--- config.mk ---
export PLATFORM = sky130hd
export DESIGN_NAME = fp_multiply
export DESIGN_NICKNAME = d
export VERILOG_FILES = /design/src/rtl/fp_multiply.sv
export SDC_FILE = /design/constraint.sdc
export NUM_CORES = 1
export LEC_CHECK = 0
export BUFFER_PORTS_ARGS = -buffer_cell sky130_fd_sc_hd__buf_4
export CORE_MARGIN = 3
export CORE_UTILIZATION = 35
export DETAILED_ROUTE_END_ITERATION = 10
export GPL_TIMING_DRIVEN = 0
export SETUP_SLACK_MARGIN = 0.2
export SYNTH_ARGS = -nofsm -noshare
export SYNTH_HDL_FRONTEND = slang
export SYNTH_SLANG_ARGS = --single-unit
--- constraint.sdc ---
create_clock -name CLOCK -period 6.1 [get_ports CLOCK]
set_input_delay 0 -clock CLOCK [delete_from_list [all_inputs] [get_ports CLOCK]]
set_output_delay 0 -clock CLOCK [all_outputs]
set_load 0.05 [all_outputs]
--- src/rtl/fp_multiply.sv ---
// Sequential IEEE-754 single-precision multiplier: one shift-and-add step per cycle,
// then a single normalisation cycle with truncation and overflow/underflow flags.
module fp_multiply (
    input  logic        CLOCK,
    input  logic        RESET,
    input  logic        START,
    input  logic [31:0] InputA,
    input  logic [31:0] InputB,
    output logic [31:0] AxB,
    output logic        DONE,
    output logic        BUSY,
    output logic [1:0]  EXCEPTION
);

    typedef enum logic [1:0] {
        S_IDLE = 2'd0,
        S_MULT = 2'd1,
        S_NORM = 2'd2
    } state_t;

    state_t      state_q, state_d;
    logic        sign_q, sign_d;
    logic [7:0]  exp_a_q, exp_a_d;
    logic [7:0]  exp_b_q, exp_b_d;
    logic [47:0] mcand_q, mcand_d;
    logic [23:0] mplier_q, mplier_d;
    logic [47:0] acc_q, acc_d;
    logic [4:0]  cnt_q, cnt_d;
    logic [31:0] axb_q, axb_d;
    logic [1:0]  exc_q, exc_d;
    logic        done_q, done_d;
    logic        busy_q, busy_d;

    logic signed [9:0] e_sum_s;
    logic signed [9:0] e_norm_s;
    logic [22:0]       mant_s;

    // Exponent and mantissa of the finished product; 10-bit signed so nothing wraps.
    always_comb begin
        e_sum_s = $signed({2'b00, exp_a_q}) + $signed({2'b00, exp_b_q});
        if (acc_q[47]) begin
            e_norm_s = e_sum_s - 10'sd126;
            mant_s   = acc_q[46:24];
        end else begin
            e_norm_s = e_sum_s - 10'sd127;
            mant_s   = acc_q[45:23];
        end
    end

    // Next-state and datapath control.
    always_comb begin
        state_d  = state_q;
        sign_d   = sign_q;
        exp_a_d  = exp_a_q;
        exp_b_d  = exp_b_q;
        mcand_d  = mcand_q;
        mplier_d = mplier_q;
        acc_d    = acc_q;
        cnt_d    = cnt_q;
        axb_d    = axb_q;
        exc_d    = exc_q;
        done_d   = 1'b0;

        case (state_q)
            S_IDLE: begin
                if (START) begin
                    // Zero and denormal operands bypass the multiplier entirely.
                    if ((InputA[30:23] == 8'd0) || (InputB[30:23] == 8'd0)) begin
                        axb_d   = {InputA[31] ^ InputB[31], 31'd0};
                        exc_d   = 2'b00;
                        done_d  = 1'b1;
                        state_d = S_IDLE;
                    end else begin
                        sign_d   = InputA[31] ^ InputB[31];
                        exp_a_d  = InputA[30:23];
                        exp_b_d  = InputB[30:23];
                        mcand_d  = {24'd0, 1'b1, InputA[22:0]};
                        mplier_d = {1'b1, InputB[22:0]};
                        acc_d    = 48'd0;
                        cnt_d    = 5'd0;
                        state_d  = S_MULT;
                    end
                end else begin
                    state_d = S_IDLE;
                end
            end
            S_MULT: begin
                if (mplier_q[0]) begin
                    acc_d = acc_q + mcand_q;
                end else begin
                    acc_d = acc_q;
                end
                mcand_d  = {mcand_q[46:0], 1'b0};
                mplier_d = {1'b0, mplier_q[23:1]};
                cnt_d    = cnt_q + 5'd1;
                if (cnt_q == 5'd23) begin
                    state_d = S_NORM;
                end else begin
                    state_d = S_MULT;
                end
            end
            S_NORM: begin
                if ((e_norm_s >= 10'sd255) || (exp_a_q == 8'hFF) || (exp_b_q == 8'hFF)) begin
                    axb_d = {sign_q, 8'hFF, 23'd0};
                    exc_d = 2'b10;
                end else if (e_norm_s <= 10'sd0) begin
                    axb_d = {sign_q, 31'd0};
                    exc_d = 2'b01;
                end else begin
                    axb_d = {sign_q, e_norm_s[7:0], mant_s};
                    exc_d = 2'b00;
                end
                done_d  = 1'b1;
                state_d = S_IDLE;
            end
            default: begin
                state_d = S_IDLE;
            end
        endcase

        busy_d = (state_d != S_IDLE);
    end

    // State, datapath and output registers.
    always_ff @(posedge CLOCK or negedge RESET) begin
        if (!RESET) begin
            state_q  <= S_IDLE;
            sign_q   <= 1'b0;
            exp_a_q  <= 8'd0;
            exp_b_q  <= 8'd0;
            mcand_q  <= 48'd0;
            mplier_q <= 24'd0;
            acc_q    <= 48'd0;
            cnt_q    <= 5'd0;
            axb_q    <= 32'd0;
            exc_q    <= 2'b00;
            done_q   <= 1'b0;
            busy_q   <= 1'b0;
        end else begin
            state_q  <= state_d;
            sign_q   <= sign_d;
            exp_a_q  <= exp_a_d;
            exp_b_q  <= exp_b_d;
            mcand_q  <= mcand_d;
            mplier_q <= mplier_d;
            acc_q    <= acc_d;
            cnt_q    <= cnt_d;
            axb_q    <= axb_d;
            exc_q    <= exc_d;
            done_q   <= done_d;
            busy_q   <= busy_d;
        end
    end

    assign AxB       = axb_q;
    assign EXCEPTION = exc_q;
    assign DONE      = done_q;
    assign BUSY      = busy_q;

endmodule

-- Word level (Yosys, flattened, before mapping)
Index checks and enable logic that the tools add are counted.
- add/subtract/negate cells: 5
- order comparisons: 2
- equality and inequality tests: 9
- mux-type cells: 32
- bitwise operators: 2
- reductions and logical operators: 13
- operators by type and width (cell ; count):
    48-bit 2-to-1 mux ; 5
    48-bit case mux with 2 select lines ; 2
    32-bit 2-to-1 mux ; 2
    32-bit case mux with 2 select lines ; 1
    31-bit 2-to-1 mux ; 2
    48-bit adder ; 1
    24-bit 2-to-1 mux ; 2
    24-bit case mux with 2 select lines ; 1
    23-bit 2-to-1 mux ; 1
    9-bit by 7-bit subtractor with 10-bit output, second input constant ; 2
    8-bit equality test, second input constant ; 2
    8-bit logical NOT ; 2
    10-bit by 9-bit greater-or-equal comparator with 1-bit output, second input constant ; 1
    10-bit by 1-bit <= comparator with 1-bit output, second input constant ; 1
    10-bit 2-to-1 mux ; 1
    2-bit 2-to-1 mux ; 5
    5-bit 2-to-1 mux ; 2
    5-bit case mux with 2 select lines ; 1
    8-bit by 8-bit adder with 9-bit output ; 1
    3-bit AND reduction ; 3
    2-bit inequality test, second input constant ; 4
    2-bit case mux with 2 select lines ; 2
    2-bit nonzero test ; 3
    5-bit by 1-bit adder with 5-bit output, second input constant ; 1
    10 further kinds ; 15
- register bits after elaboration: 180
- input bits: 67
- output and inout port bits: 36

-- Longest topological paths before layout
Gate-level depths: netlist of the first run.
- depth in word-level cells: 8
- gate-level depth with buffers: 14
- depth with buffers taken out: 13

-- Least setup slack after synthesis of the first run
Ideal clock, no wire load.
- kind: register to register
- start point: reg exp_a_q[0]
- end point: reg axb_q[10], in the netlist AxB[10]
- setup time: 0.120 ns
- data arrival time: 3.139 ns
- data required time: 5.980 ns
- slack: 2.842 ns
- stages on the path, launching flop included: 14
- period minus slack after synthesis: 3.258 ns
- path through: dfrtp_1 -> ha_1 -> fa_1 -> a21o_1 -> a21oi_4 -> xnor2_1 -> nand2_1 -> nor3_1 -> a2111oi_0 -> a311o_2 -> nand2_4 -> or2_4 -> buf_12 -> o21ai_2
- cells in the longest elaborated chain, start to end: 8
- RTL lines (what ; line ; RTL):
    from (decl) ; 23 ; logic [7:0] exp_a_q, exp_a_d;
    from (signal assigned) ; 142 ; exp_a_q <= exp_a_d;
    8-bit by 8-bit adder with 9-bit output ; 40 ; e_sum_s = $signed({2'b00, exp_a_q}) + $signed({2'b00, exp_b_q});
    9-bit by 7-bit subtractor with 10-bit output, on equally long branches ; 45, 42 ;
    10-bit 2-to-1 mux ; 41 ; if (acc_q[47]) begin
    10-bit by 9-bit greater-or-equal comparator with 1-bit output ; 103 ; if ((e_norm_s >= 10'sd255) || (exp_a_q == 8'hFF) || (exp_b_q == 8'hFF)) begin
    1-bit logical OR (2 in series) ; 103 ;
    31-bit 2-to-1 mux * ; 103 ;
    32-bit case mux with 2 select lines * ; 64 ; case (state_q)
    to (signal assigned) ; 135 ; axb_q <= 32'd0;
    to (signal assigned) ; 148 ; axb_q <= axb_d;
    to (decl) ; 29 ; logic [31:0] axb_q, axb_d;
Every way passes the cells marked *; elsewhere a longest branch is shown, timed or not.
A chain may end at the register's enable or synchronous reset.

-- Worst setup path in the final report of the first run
- start point: reg exp_a_q[0]
- end point: reg axb_q[3], in the netlist AxB[3]
Same word-level chain as after synthesis.

==> results of run 1 <==
==> kinds of logic (layout without fill, tap and decap cells) <==
family | count (synthesis) | after routing
AND/OR/NAND/NOR | 371 | 371
AO/OA/AOI/OAI | 310 | 310
buffers and inverters | 84 | 284
multiplexers | 90 | 90
XOR/XNOR | 60 | 60
flip-flops | 180 | 180
adder cells (fa/ha/maj) | 60 | 60
==> worst paths after layout <==
check	to	cells past startpoint	slack, ns
setup / recovery	AxB[3]$_DFFE_PN0P_	13	2.30
hold / removal	AxB[31]$_DFFE_PN0P_	5	0.06
setup reg to reg	AxB[3]$_DFFE_PN0P_	13	2.30
hold reg to reg	AxB[20]$_DFFE_PN0P_	2	0.48
max in group asynchronous	acc_q[45]$_DFFE_PN0P_	3	5.03
min in group asynchronous	acc_q[20]$_DFFE_PN0P_	2	0.18
==> worst reg2reg max path, cell delays in order, from the launching register on <==
cell and delay, ns:
dfrtp_1 0.41, ha_1 0.24, fa_1 0.40, a21o_1 0.20, a21oi_4 0.22, xnor2_1 0.24
nand2_1 0.13, nor3_1 0.62, a2111oi_0 0.24, a311o_2 0.45, nand2_4 0.11, or2_4 0.21
buf_12 0.17, o21ai_2 0.07
==> metrics by stage <==
| step | instance area, um2 | worst slack, ns | util | power, W |
|---|---|---|---|---|
| floorplan | 10800 | 2.84 | - | 0.00470 |
| global placement | 12100 | 2.40 | 0.402 | 0.00552 |
| detailed placement | 12100 | 2.34 | 0.403 | 0.00560 |
| CTS | 13400 | 2.32 | 0.445 | 0.00677 |
| global route | 13400 | 1.95 | 0.445 | 0.00734 |
| finish | 13400 | 2.30 | 0.445 | 0.00676 |
==> cells in the final DEF, fill, tap and decap left out, drive strengths merged, types with 5 or more instances in the layout <==
cell | synthesis | layout
o21ai | 109 | 109
nand3 | 45 | 45
nor2b | 10 | 10
nand2 | 222 | 222
dlygate4sd3 | 0 | 65
o22ai | 34 | 34
dfrtp | 180 | 180
and3 | 5 | 5
o211ai | 10 | 10
nor3 | 8 | 8
o21bai | 10 | 10
and2 | 6 | 6
mux2i | 74 | 74
inv | 19 | 26
ha | 58 | 58
o21a | 6 | 6
mux2 | 16 | 16
xnor2 | 37 | 37
clkbuf | 49 | 66
nor2 | 32 | 32
xor2 | 22 | 22
a31oi | 11 | 11
a21oi | 54 | 54
nand4 | 17 | 17
nor4 | 6 | 6
buf | 16 | 119
a21o | 37 | 37
==> area by class of cell <==
type / count / area share
plain buffers: 65 / 0.0211
clock buffers: 17 / 0.0319
clock inverters: 15 / 0.0125
inverters: 19 / 0.00534
multi-input cells: 891 / 0.447
flip-flops and latches: 180 / 0.337
well taps: 390 / 0.0365
repair buffers: 168 / 0.109
==> layer usage <==
metal  routed length, um  part of all wire
met5                   0                 0
met2               13100              0.47
met4                 450             0.016
met1               13700              0.49
met3                 934             0.033
==> cell usage after synthesis (22+ instances only) <==
master / number / area, um2
dfrtp_1: 180 / 4500
o22ai_1: 34 / 213
o21ai_2: 22 / 193
a21o_1: 37 / 278
nand3_1: 45 / 225
nand2_1: 221 / 830
ha_1: 58 / 726
xnor2_1: 37 / 324
clkbuf_1: 49 / 184
xor2_1: 22 / 193
a21oi_1: 50 / 250
o21ai_0: 84 / 420
mux2i_1: 74 / 741
nor2_1: 32 / 120
==> sequential cells by signal (all words and copies together), names as in the netlist <==
name       cells
AxB           32
BUSY           1
DONE           1
EXCEPTION      2
acc_q         48
cnt_q          5
exp_a_q        8
exp_b_q        8
mcand_q       48
mplier_q      24
sign_q         1
state_q        2
==> power breakdown <==
part	internal [W]	switching [W]	total, W
Clock	0.000583	0.000537	0.00112
Sequential	0.00162	0.000375	0.00200
Combinational	0.00145	0.00219	0.00364
Total	0.00366	0.00310	0.00676
==> impl_metrics.py, run 1 <==
metrics = {
    "global_routing": {
        "use_met3": 0.0262,
        "top_usage_layer": "met2",
        "grt_pass1_vias": 9011,
        "antenna_found_initial": 0,
        "grt_start_max_net_pins": 93,
        "grt_pass1_wl_um": 47100,
        "track_usage": 0.173,
        "use_met1": 0.245,
        "use_met2": 0.279,
        "grt_overflow": 0,
    },
    "sta": {
        "rsz0062_at_grt": "no",
        "fmax_ghz": 0.263,
        "fin_setup_tns_ns": 0,
        "slew_headroom": 0.351,
        "skew_ns": 0.0129,
        "finalCriticalPeriod_ns": 3.80,
        "report.final.slew_viol_count": 0,
        "final_hold_viol_count": 0,
        "tightestPinTransition_ns": 0.970,
        "finalSetupViolCount": 0,
        "holdWs_ns": 0.0639,
        "finalCritPeriodShare": 0.622,
    },
    "synthesis": {
        "async_reset_ff_frac": 1.00,
        "yosys.cell_types.count": 73,
        "synth_warnings": 0,
        "synth-xor-area-share": 0.0498,
        "synth_nets": 1282,
        "ys_ff_latch": 180,
        "synth_cells": 1155,
        "syn_area_per_cell_um2": 9.37,
        "syn_area_um2": 10800,
        "yosys.area_share.simple": 0.154,
        "seq_area_frac_synth": 0.416,
        "synthFlopType": "dfrtp_1",
        "synth_top_family_by_area": "compound AO/OA/AOI/OAI gates",
        "muxShareOfSynthArea": 0.0851,
        "synth_edf_count": 0,
        "yosys.area_share.adder": 0.0707,
        "synth_compound_area_frac": 0.192,
    },
    "floorplan": {
        "chipWidth_um": 182,
        "start_util": 0.360,
        "die_y_um": 182,
        "rows": 63,
        "io_pins": 103,
        "design.core.area_um2": 30000,
        "die-area_um2": 33100,
    },
    "placed_design": {
        "dp_cells": 1648,
        "place.gp.congestion": 0.888,
        "portBuffers": 102,
        "hpwl_um": 20800,
    },
    "hold_path": {
        "hp-start": "InputB[31]",
        "hold_path_class": "primary input to flop",
    },
    "layout": {
        "antenna_cells": 0,
        "fin_cells": 1745,
        "seqCellArea_um2": 4500,
        "fillers": 2916,
        "area_growth_pct": 23.4,
        "nets": 1469,
        "drive_above_1_share": 0.149,
        "multi_input_area_um2": 5970,
    },
    "run": {
        "max-cap-violations": 0,
    },
    "drt": {
        "firstDrtPassIters": 5,
        "antenna_left": 0,
        "num_vias": 9171,
        "drc": 0,
        "drt_wl_total_um": 28300,
        "drt_iter0_markers": 652,
        "viasPerCell": 5.26,
        "drt-wirelength-per-cell_um": 16.2,
    },
    "pwr": {
        "powerDensity_nw_per_um2": 506,
        "vdd_ir_drop_max_mv": 0.222,
        "p_leak_nw": 6.31,
    },
    "clocking": {
        "clk_latency_ns": 0.44,
        "cts_max_level": 4,
        "clock-sinks": 180,
        "clockBufferDepth": 2,
        "path_clk_slew_ns": 0.08,
        "postCtsSetupBuffers": 0,
        "cts.repair.resized": 0,
        "cts_tree": "yes",
        "numCtsBuffers": 17,
        "cts_hold_buf": 65,
        "root_buffer": "clkbuf_16",
    },
    "critical_path": {
        "critical_path.startpoint": "exp_a_q[0]$_DFFE_PN0P_",
        "critPathBufInv": 1,
        "cp_top_family": "compound AO/OA/AOI/OAI gates",
        "critical-path-slowest-cell": "nor3_1",
        "cp_max_fo": 10,
        "start_kind": "flop",
        "max_stage_delay_ns": 0.62,
        "crit_path_end_kind": "flop",
        "cp.required_ns": 6.42,
        "worstPathArrival_ns": 4.11,
        "critPathKind": "flop to flop",
        "r2r-start": "exp_a_q[0]$_DFFE_PN0P_",
        "worstPathCellList": "ha_1, fa_1, a21o_1, a21oi_4, xnor2_1, nand2_1, nor3_1, a2111oi_0, a311o_2, nand2_4, or2_4, buf_12, o21ai_2",
    },
    "run_status": {
        "status": "finished clean",
    },
}
Power figures use the tool's default switching activity.
==> run 2: changes to the inputs <==
==> constraint.sdc (replaced) <==
create_clock -name CLOCK -period 3.4 [get_ports CLOCK]
set_input_delay 0 -clock CLOCK [delete_from_list [all_inputs] [get_ports CLOCK]]
set_output_delay 0 -clock CLOCK [all_outputs]
set_load 0.05 [all_outputs]
==> run 2 against run 1 <==
Net effect:
- non-clock buffer count increased by 42
- sequential share of layout area fell by 2.4 points
- hold slack worse by 0.012 ns
- cell count up 2.3%
- worst setup slack worse by 2.2 ns
- clock-buffer cell count increased by 1
- final area grew 7.8%
- clock power rose by 94%
- combinational power up 110%
- first-iteration DRC count fell by 1.1%
- total power up 99%
- maximum frequency increased by 15%
- largest cell class unchanged
- largest power group unchanged
==> impl_metrics.py, run 2 (synthesized netlist as in run 1, its figures left out) <==
metrics = {
    "run_status": {
        "status": "finished clean",
    },
    "sta": {
        "finalSetupViolCount": 0,
        "skew_ns": 0.0122,
        "report.final.slew_viol_count": 0,
        "slew_headroom": 0.421,
        "final_hold_viol_count": 0,
        "rsz0062_at_grt": "yes",
        "finalCriticalPeriod_ns": 3.30,
        "finalCritPeriodShare": 0.971,
        "fmax_ghz": 0.303,
        "tightestPinTransition_ns": 0.869,
        "holdWs_ns": 0.0516,
    },
    "critical_path": {
        "regToRegEndpoint": "AxB[4]$_DFFE_PN0P_",
        "worstPathArrival_ns": 3.62,
        "r2r_setup_slack_ns": 0.1,
        "critPathKind": "flop to flop",
        "start_kind": "flop",
        "r2r-start": "exp_b_q[0]$_DFFE_PN0P_",
        "r2r_cells": 13,
        "cp_max_fo": 10,
        "cp.required_ns": 3.72,
        "crit_path_end_kind": "flop",
    },
    "drt": {
        "drt-wirelength-per-cell_um": 16.7,
        "drt_iter0_markers": 645,
        "drc": 0,
        "num_vias": 9491,
        "drt_wl_total_um": 29900,
        "firstDrtPassIters": 5,
        "viasPerCell": 5.31,
        "antenna_left": 0,
    },
    "placed_design": {
        "hpwl_um": 20600,
        "dp_cells": 1648,
        "place.gp.congestion": 0.859,
        "portBuffers": 102,
    },
    "hold_path": {
        "hold_depth": 5,
        "hold_path_class": "primary input to flop",
        "hp-start": "InputA[31]",
        "whs_endpoint": "AxB[31]$_DFFE_PN0P_",
    },
    "clocking": {
        "clock-sinks": 180,
        "path_clk_slew_ns": 0.07,
        "root_buffer": "clkbuf_16",
        "cts_tree": "yes",
        "clockBufferDepth": 2,
        "clk_latency_ns": 0.44,
        "numCtsBuffers": 17,
        "cts_max_level": 4,
    },
    "global_routing": {
        "grt_pass1_wl_um": 48400,
        "grt_pass1_vias": 9333,
        "grt_start_max_net_pins": 115,
        "antenna_found_initial": 0,
        "track_usage": 0.177,
        "grt_overflow": 0,
    },
    "layout": {
        "nets": 1511,
        "drive_above_1_share": 0.229,
        "fin_cells": 1786,
        "final_common_cell": "nand2_1",
        "area_growth_pct": 33.0,
        "fillers": 2766,
        "layout_common_cells": "nand2_1 (221), dfrtp_1 (174), buf_4 (139)",
        "antenna_cells": 0,
    },
    "floorplan": {
        "design.core.area_um2": 30000,
        "die_y_um": 182,
        "chipWidth_um": 182,
        "rows": 63,
        "io_pins": 103,
        "start_util": 0.360,
        "die-area_um2": 33100,
    },
    "run": {
        "max-cap-violations": 0,
    },
    "pwr": {
        "p_leak_nw": 6.58,
        "powerDensity_nw_per_um2": 934,
        "vdd_ir_drop_max_mv": 0.397,
    },
}
==> run 2: cell types whose count changed in the layout (fill, tap and decap cells not counted), moves of 5 or more <==
cell / change
buf_4: +38
dfrtp_1: -6
o21ai_2: +5
ha_4: +16
a21oi_1: -9
dfrtp_2: +6
ha_2: +5
ha_1: -21
nand3_2: +5
buf_6: +5
o21ai_0: -11
a21oi_4: +5
nand3_1: -5
==> run 2: layer usage <==
metal,up-vias,GRT usage,part of all wire
met4,0,0.0411,0.013
met5,-,0,0
met3,27,0.0216,0.029
met2,166,0.296,0.49
li1,4605,-,-
met1,4693,0.246,0.47
==> run 2: what timing repair did <==
action / 4_1_cts / 5_1_grt
gates resized for setup: 56 / 77
endpoints found under the hold margin: 129 / 0
setup buffers: 14 / 28
pin swaps: 17 / 46
hold buffers: 65 / 0
endpoints found under the setup margin: 51 / 49
==> run 2: how the worst max path moves through the flow <==
stage,startpoint,endpoint,slack (ns),depth (start not counted)
detailed placement,mcand_q[0]$_DFFE_PN0P_,acc_q[46]$_DFFE_PN0P_,-0.12,12
finish,exp_b_q[0]$_DFFE_PN0P_,AxB[4]$_DFFE_PN0P_,0.1,13
global placement,mcand_q[4]$_DFFE_PN0P_,acc_q[47]$_DFFE_PN0P_,-0.13,11
CTS,exp_b_q[0]$_DFFE_PN0P_,AxB[4]$_DFFE_PN0P_,0.03,13
global route,exp_a_q[0]$_DFFE_PN0P_,AxB[4]$_DFFE_PN0P_,-0.03,13
floorplan,exp_a_q[0]$_DFFE_PN0P_,AxB[10]$_DFFE_PN0P_,0.21,13
==> run 2: critical path: stages (launching register included) <==
cell      delay (ns)
dfrtp_1         0.40
ha_2            0.19
fa_2            0.39
a21o_1          0.20
a21oi_4         0.25
o21bai_4        0.08
a21oi_4         0.20
xnor2_2         0.08
or4_1           0.51
a311o_2         0.37
nand2_4         0.08
or2_4           0.19
buf_12          0.16
o21ai_2         0.06
==> run 2: power by group <==
group	internal, W	total [W]	switching [W]
registers	0.00291	0.00365	0.000733
logic	0.00325	0.00762	0.00438
clock network	0.00124	0.00217	0.000923
==> run 2: area by class of cell <==
cell class	count	area (um2)	share of cell area
sequential	180	4510	0.313
buffer	65	295	0.0205
tap	390	488	0.0339
clock inverter	13	196	0.0136
inverter	19	71.3	0.00495
timing repair buffer	210	1790	0.125
multi-input combinational	891	6610	0.459
clock buffer	18	429	0.0298
==> run 2: through the flow <==
stage | area, um2 | setup WS, ns | utilization | power (W) | TNS [ns]
after floorplan | 10800 | 0.208 | - | 0.00843 | 0
after global placement | 12100 | -0.132 | 0.402 | 0.00992 | -2.44
after detailed placement | 12100 | -0.119 | 0.403 | 0.0100 | -2.70
after CTS | 13900 | 0.0261 | 0.461 | 0.0129 | 0
after global routing | 14400 | -0.0264 | 0.479 | 0.0145 | -0.259
final | 14400 | 0.0989 | 0.479 | 0.0134 | 0
